## src/rtl/full_mem_pkg.sv

```systemverilog
// Shared types and default geometry for the banked memory data wrapper.
package full_mem_pkg;

  typedef enum logic {INIT, RUN} state_t;

  localparam int DEF_WIDTH     = 32;
  localparam int DEF_DEPTH     = 64;
  localparam int DEF_NUM_BANKS = 2;

  localparam int AW    = $clog2(DEF_DEPTH);
  localparam int BW    = $clog2(DEF_NUM_BANKS);
  localparam int ROW_W = AW - BW;

  localparam logic [DEF_WIDTH-1:0] DEF_INIT_VALUE = '0;

endpackage

```

## src/rtl/full_mem_bank.sv

```systemverilog
// One 1R1W storage bank with a registered read port and write-first bypass.
module full_mem_bank #(
  parameter int WIDTH = 32,
  parameter int ROWS  = 32,
  parameter int RW    = 5
) (
  input  logic             clk,
  input  logic             reset,
  input  logic             we,
  input  logic [RW-1:0]    waddr,
  input  logic [WIDTH-1:0] wdata,
  input  logic             re,
  input  logic [RW-1:0]    raddr,
  output logic [WIDTH-1:0] rdata
);

  logic [WIDTH-1:0] mem [ROWS];

  always_ff @(posedge clk) begin
    if (we) mem[waddr] <= wdata;
  end

  // The read register only moves on a read, so it holds the last result.
  always_ff @(posedge clk or negedge reset) begin
    if (!reset)
      rdata <= '0;
    else if (re)
      rdata <= (we && (waddr == raddr)) ? wdata : mem[raddr];
  end

endmodule

```

## src/rtl/full_mem_data_banked.sv

```systemverilog
// Address-interleaved 1W1R memory with init/clear sequencer and 1- or 2-cycle reads.
module full_mem_data_banked
  import full_mem_pkg::*;
#(
  parameter int                WIDTH      = DEF_WIDTH,
  parameter int                DEPTH      = DEF_DEPTH,
  parameter int                NUM_BANKS  = DEF_NUM_BANKS,
  parameter int                RD_LAT     = 1,
  parameter logic [WIDTH-1:0]  INIT_VALUE = WIDTH'(DEF_INIT_VALUE)
) (
  input  logic                     clk,
  input  logic                     reset,
  input  logic                     clear,
  input  logic                     wr_valid,
  output logic                     wr_ready,
  input  logic [$clog2(DEPTH)-1:0] wr_addr,
  input  logic [WIDTH-1:0]         wr_data,
  input  logic                     rd_valid,
  output logic                     rd_ready,
  input  logic [$clog2(DEPTH)-1:0] rd_addr,
  output logic [WIDTH-1:0]         rd_data,
  output logic                     rd_data_valid,
  output logic                     init_done
);

  localparam int ADDR_W   = $clog2(DEPTH);
  localparam int BANK_W   = $clog2(NUM_BANKS);
  localparam int ROWS     = DEPTH / NUM_BANKS;
  localparam int ROW_BITS = ADDR_W - BANK_W;

  state_t              state;
  logic [ROW_BITS-1:0] init_cnt;
  logic                in_init;
  logic                wr_acc;
  logic                rd_acc;
  logic [BANK_W-1:0]   wr_bank;
  logic [BANK_W-1:0]   rd_bank;
  logic [ROW_BITS-1:0] wr_row;
  logic [ROW_BITS-1:0] rd_row;
  logic [ROW_BITS-1:0] bank_waddr;
  logic [WIDTH-1:0]    bank_wdata;
  logic [WIDTH-1:0]    bank_rdata [NUM_BANKS];
  logic [BANK_W-1:0]   sel_q;
  logic                v1_q;
  logic [WIDTH-1:0]    bank_out;

  assign in_init   = (state == INIT);
  assign init_done = (state == RUN);
  assign wr_ready  = (state == RUN) && !clear;
  assign rd_ready  = (state == RUN) && !clear;
  assign wr_acc    = wr_valid && wr_ready;
  assign rd_acc    = rd_valid && rd_ready;

  assign wr_bank = wr_addr[BANK_W-1:0];
  assign rd_bank = rd_addr[BANK_W-1:0];
  assign wr_row  = wr_addr[ADDR_W-1:BANK_W];
  assign rd_row  = rd_addr[ADDR_W-1:BANK_W];

  // During INIT every bank is written at the same row in parallel.
  assign bank_waddr = in_init ? init_cnt : wr_row;
  assign bank_wdata = in_init ? INIT_VALUE : wr_data;

  always_ff @(posedge clk or negedge reset) begin
    if (!reset) begin
      state    <= INIT;
      init_cnt <= '0;
    end else begin
      case (state)
        INIT: begin
          if (clear)
            init_cnt <= '0;
          else if (init_cnt == ROW_BITS'(ROWS - 1)) begin
            state    <= RUN;
            init_cnt <= '0;
          end else
            init_cnt <= init_cnt + 1'b1;
        end
        RUN: begin
          if (clear) begin
            state    <= INIT;
            init_cnt <= '0;
          end
        end
        default: begin
          state    <= INIT;
          init_cnt <= '0;
        end
      endcase
    end
  end

  for (genvar b = 0; b < NUM_BANKS; b++) begin : g_bank
    logic bank_we;
    logic bank_re;
    assign bank_we = in_init || (wr_acc && (wr_bank == BANK_W'(b)));
    assign bank_re = rd_acc && (rd_bank == BANK_W'(b));

    full_mem_bank #(
      .WIDTH (WIDTH),
      .ROWS  (ROWS),
      .RW    (ROW_BITS)
    ) u_bank (
      .clk   (clk),
      .reset (reset),
      .we    (bank_we),
      .waddr (bank_waddr),
      .wdata (bank_wdata),
      .re    (bank_re),
      .raddr (rd_row),
      .rdata (bank_rdata[b])
    );
  end

  // Bank select travels with the read so the mux picks the right bank register.
  always_ff @(posedge clk or negedge reset) begin
    if (!reset) begin
      sel_q <= '0;
      v1_q  <= 1'b0;
    end else begin
      v1_q <= rd_acc;
      if (rd_acc) sel_q <= rd_bank;
    end
  end

  assign bank_out = bank_rdata[sel_q];

  if (RD_LAT == 2) begin : g_lat2
    logic [WIDTH-1:0] out_q;
    logic             v2_q;

    always_ff @(posedge clk or negedge reset) begin
      if (!reset) begin
        out_q <= '0;
        v2_q  <= 1'b0;
      end else begin
        v2_q <= v1_q;
        if (v1_q) out_q <= bank_out;
      end
    end

    assign rd_data       = out_q;
    assign rd_data_valid = v2_q;
  end else begin : g_lat1
    assign rd_data       = bank_out;
    assign rd_data_valid = v1_q;
  end

endmodule

```

## config.mk

```make
export PLATFORM = sky130hd
export DESIGN_NAME = full_mem_data_banked
export DESIGN_NICKNAME = d
export VERILOG_FILES = /design/src/rtl/full_mem_pkg.sv /design/src/rtl/full_mem_bank.sv /design/src/rtl/full_mem_data_banked.sv
export SDC_FILE = /design/constraint.sdc
export NUM_CORES = 2
export LEC_CHECK = 0
export CAP_MARGIN = 15
export CORE_MARGIN = 4
export CORE_UTILIZATION = 52
export DETAILED_ROUTE_END_ITERATION = 8
export GPL_ROUTABILITY_DRIVEN = 0
export PLACE_DENSITY = 0.74
export SLEW_MARGIN = 20
export SYNTH_ARGS = -nofsm -noshare
export SYNTH_HDL_FRONTEND = slang
export SYNTH_SLANG_ARGS = --single-unit
```

## constraint.sdc

```tcl
create_clock -name clk -period 4.1 [get_ports clk]
set_clock_uncertainty 0.1 [all_clocks]
set_input_delay 0.82 -clock clk [delete_from_list [all_inputs] [get_ports clk]]
set_output_delay 0.82 -clock clk [all_outputs]
set_load 0.02 [all_outputs]
```

==> impl_metrics.toml <==
[status]
outcome = "completed"

[synth]
synth_area_leaders = "edfxtp_1 75%, mux4_2 9.8%, mux2i_1 4.2%, dfrtp_1 2.2%, a22oi_1 1.2%"
ys_ff_latch = 2120
synth_top_family_by_area = "multiplexers"
synth_flop_cell = "edfxtp_1"
synth_nets = 4080
yosysSeqAreaShare_pct = 77.15
synth_area_per_cell_um2 = 20.37
synth_cell_type_count = 64
muxShareOfSynthArea_pct = 14.70
yosys.area.top_type = "edfxtp_1"
ys_async_sr_fraction_pct = 3.396
yosys.area.top_type_share_pct = 74.95
yosys.area_share.adder_pct = 0.03050
yosys.area_share.simple_pct = 2.966
synth_edf_count = 2048
yosys-top-cells-count = "2,048 x edfxtp_1, 358 x mux4_2, 347 x mux2i_1, 136 x a22oi_1, 119 x nand3_1"
yosys_warnings = 0
synthMostInstantiatedCell = "edfxtp_1"
synth_compound_area_share_pct = 3.497
synthXorXnorAreaFrac_pct = 0.05337
syn-cell-area_um2 = 82050
netlist_instances = 4029

[worst_setup_path]
cp_num_buf_inv = 2
path_cells = "buf_4, mux2_2, clkdlybuf4s50_1"
worst_path_dominant_cell_family = "buffers and inverters"
rrSetupSlack_ns = 0.76
cpMaxStageDelayCell = "dfrtp_2"
required_ns = 3.18
critPathCaptureType = "primary output"
crit_start = "sel_q"
critPathMaxFanout = 18
crit_arrival_ns = 2.96
slowest_delay_ns = 0.70
worst-setup-path-type = "reg2out"
critPathLaunchType = "register"
r2r_start = "init_done"

[die]
core_area_um2 = 156600
initial_core_util_pct = 52.41
die-area_um2 = 164200
dieWidth_um = 405.2
fp.dieH_um = 405.2
io_pins = 85
row_count = 145

[clock_network]
cts_buffers = 203
cts_root_buffer = "clkbuf_16"
cts_tree = "yes"
cts_buffer_depth = 3
clk_latency_ns = 0.86
htreeDepth = 4
post-cts-setup-buffer-count = 0
path_clk_slew_ns = 0.07
cts_num_sinks = 2120

[timing]
period_minus_slack_ns = 3.877
setup_viol = 0
hold_viol_final = 0
fmax_mhz = 257.9
min_period_over_period_pct = 94.55
slew_headroom_pct = 21.31
rsz0062_at_grt = "false"
worst_pin_slew_ns = 1.179
finalSetupTns_ns = 0
final-max-slew-violation-count = 0

[placed_design]
dpl.hpwl_um = 132700
port_buffers = 84

[min_path]
hold_start = "g_bank[0].u_bank.rdata[4]"
hp-class = "reg2reg"

[drt]
drt-pass1-iter-count = 6
route.detailed.drc = 0
num_vias = 44760
detail-route-antenna-nets = 0
drt_wl_total_um = 233300
first_iter_violations = 7349
wl_per_cell_um = 35.30
via_per_inst = 6.771

[grt]
grt_usage_pct = 28.56
met3_usage_pct = 8.715
use_met2_pct = 42.42
grt_max_degree = 102
top_usage_layer = "met2"
use_met1_pct = 39.78
antenna_found_initial = 6
overflow = 0
grt_pass1_vias = 44470
grt_pass1_wl_um = 329400

[layout]
insertedDiodeCount = 0
drive_above_1_share_pct = 24.34
nets = 4429
synthToLayoutAreaGrowth_pct = 15.27

[job]
maxCapViolCount = 0

[power]
power.leakage_nw = 31.89
ir_drop_mv = 0.4191
power_density_nw_per_um2 = 470.8
p_total_mw = 44.53
cell type report:
cell class              instances  area, µm²
clock inverters               123       1142
clock buffers                 256       5361
multi-input cells            1671      18010
well taps                    2058       2575
fillers                     10520      61980
inverters                       9      33.78
flip-flops and latches       2120      63300
repair buffers                373       4156
cell families (layout without fill, tap and decap cells):
family | Yosys count | after routing
AO/OA/AOI/OAI | 412 | 412
XOR/XNOR | 5 | 5
buffers and inverters | 238 | 761
adder cells (fa/ha/maj) | 2 | 2
multiplexers | 751 | 751
flip-flops | 2120 | 2120
AND/OR/NAND/NOR | 501 | 501
layer usage:
layer,routed length (µm),vias to the layer above
met5,60,-
met4,11260,10
met3,34040,628
met2,105400,3588
met1,82590,23070
li1,-,17470
cells in the final DEF, fill, tap and decap left out, types with 31 or more instances in the layout:
master,instances
clkbuf_16,205
buf_12,91
clkinv_2,39
clkdlybuf4s50_1,78
mux2_2,45
mux4_2,358
edfxtp_1,2048
a21oi_1,36
nand3_1,117
nand2_1,116
mux2i_1,347
nor2_4,65
buf_4,199
a22oi_1,136
clkbuf_1,47
clkinv_1,42
and2_2,31
o22ai_1,99
dfrtp_1,70
nor2_1,45
registers in the layout, summed over array words and instances, names as in the netlist:
| name | flops |
|---|---|
| init_cnt | 5 |
| sel_q | 1 |
| init_done | 1 |
| rd_data_valid | 1 |
| g_bank.u_bank.mem | 2048 |
| g_bank.u_bank.rdata | 64 |
final timing paths:
kind                                           endpoint  cells after the start
min                           g_bank[0].u_bank.rdata[4]                      2
min in group asynchronous                   init_cnt[4]                      2
max reg2reg                g_bank[0].u_bank.mem[27][23]                      6
max in group asynchronous    g_bank[1].u_bank.rdata[17]                      3
max                                         rd_data[28]                      3
min reg2reg                   g_bank[0].u_bank.rdata[4]                      2
repair_timing:
| action | CTS | global route |
|---|---|---|
| hold buffers | 1 | 0 |
| resized for setup | 0 | 0 |
| endpoints found under the hold margin | 17 | 0 |
worst register-to-register path, delay by kind of cell, from the launching register on:
family / cells / cell delay (ns)
and+or+nand+nor: 3 / 0.91
DFF: 1 / 0.70
AOI/OAI and AO/OA: 1 / 0.24
buffers and inverters: 2 / 1.00
power breakdown:
group	internal (mW)	total, mW	switching, mW
Clock	10.4	18.4	8.07
Combinational	0.911	2.32	1.41
Sequential	23.7	23.8	0.101
Total	35.0	44.5	9.57
per-stage QoR:
stage / instances / utilization (%) / hold slack, ns / area [µm²] / worst slack (ns)
global route: 6610 / 60.41 / 0.4098 / 94590 / 0.2172
floorplan: 4029 / - / 0.3429 / 82050 / 0.5042
detailed placement: 6230 / 56.25 / 0.3717 / 88070 / 0.4464
global placement: 6230 / 56.25 / 0.3648 / 88070 / 0.3960
CTS: 6610 / 60.41 / 0.3878 / 94580 / 0.2859
finish: 6610 / 60.41 / 0.3854 / 94590 / 0.2232
No activity file was read; power rests on OpenSTA's default activity.
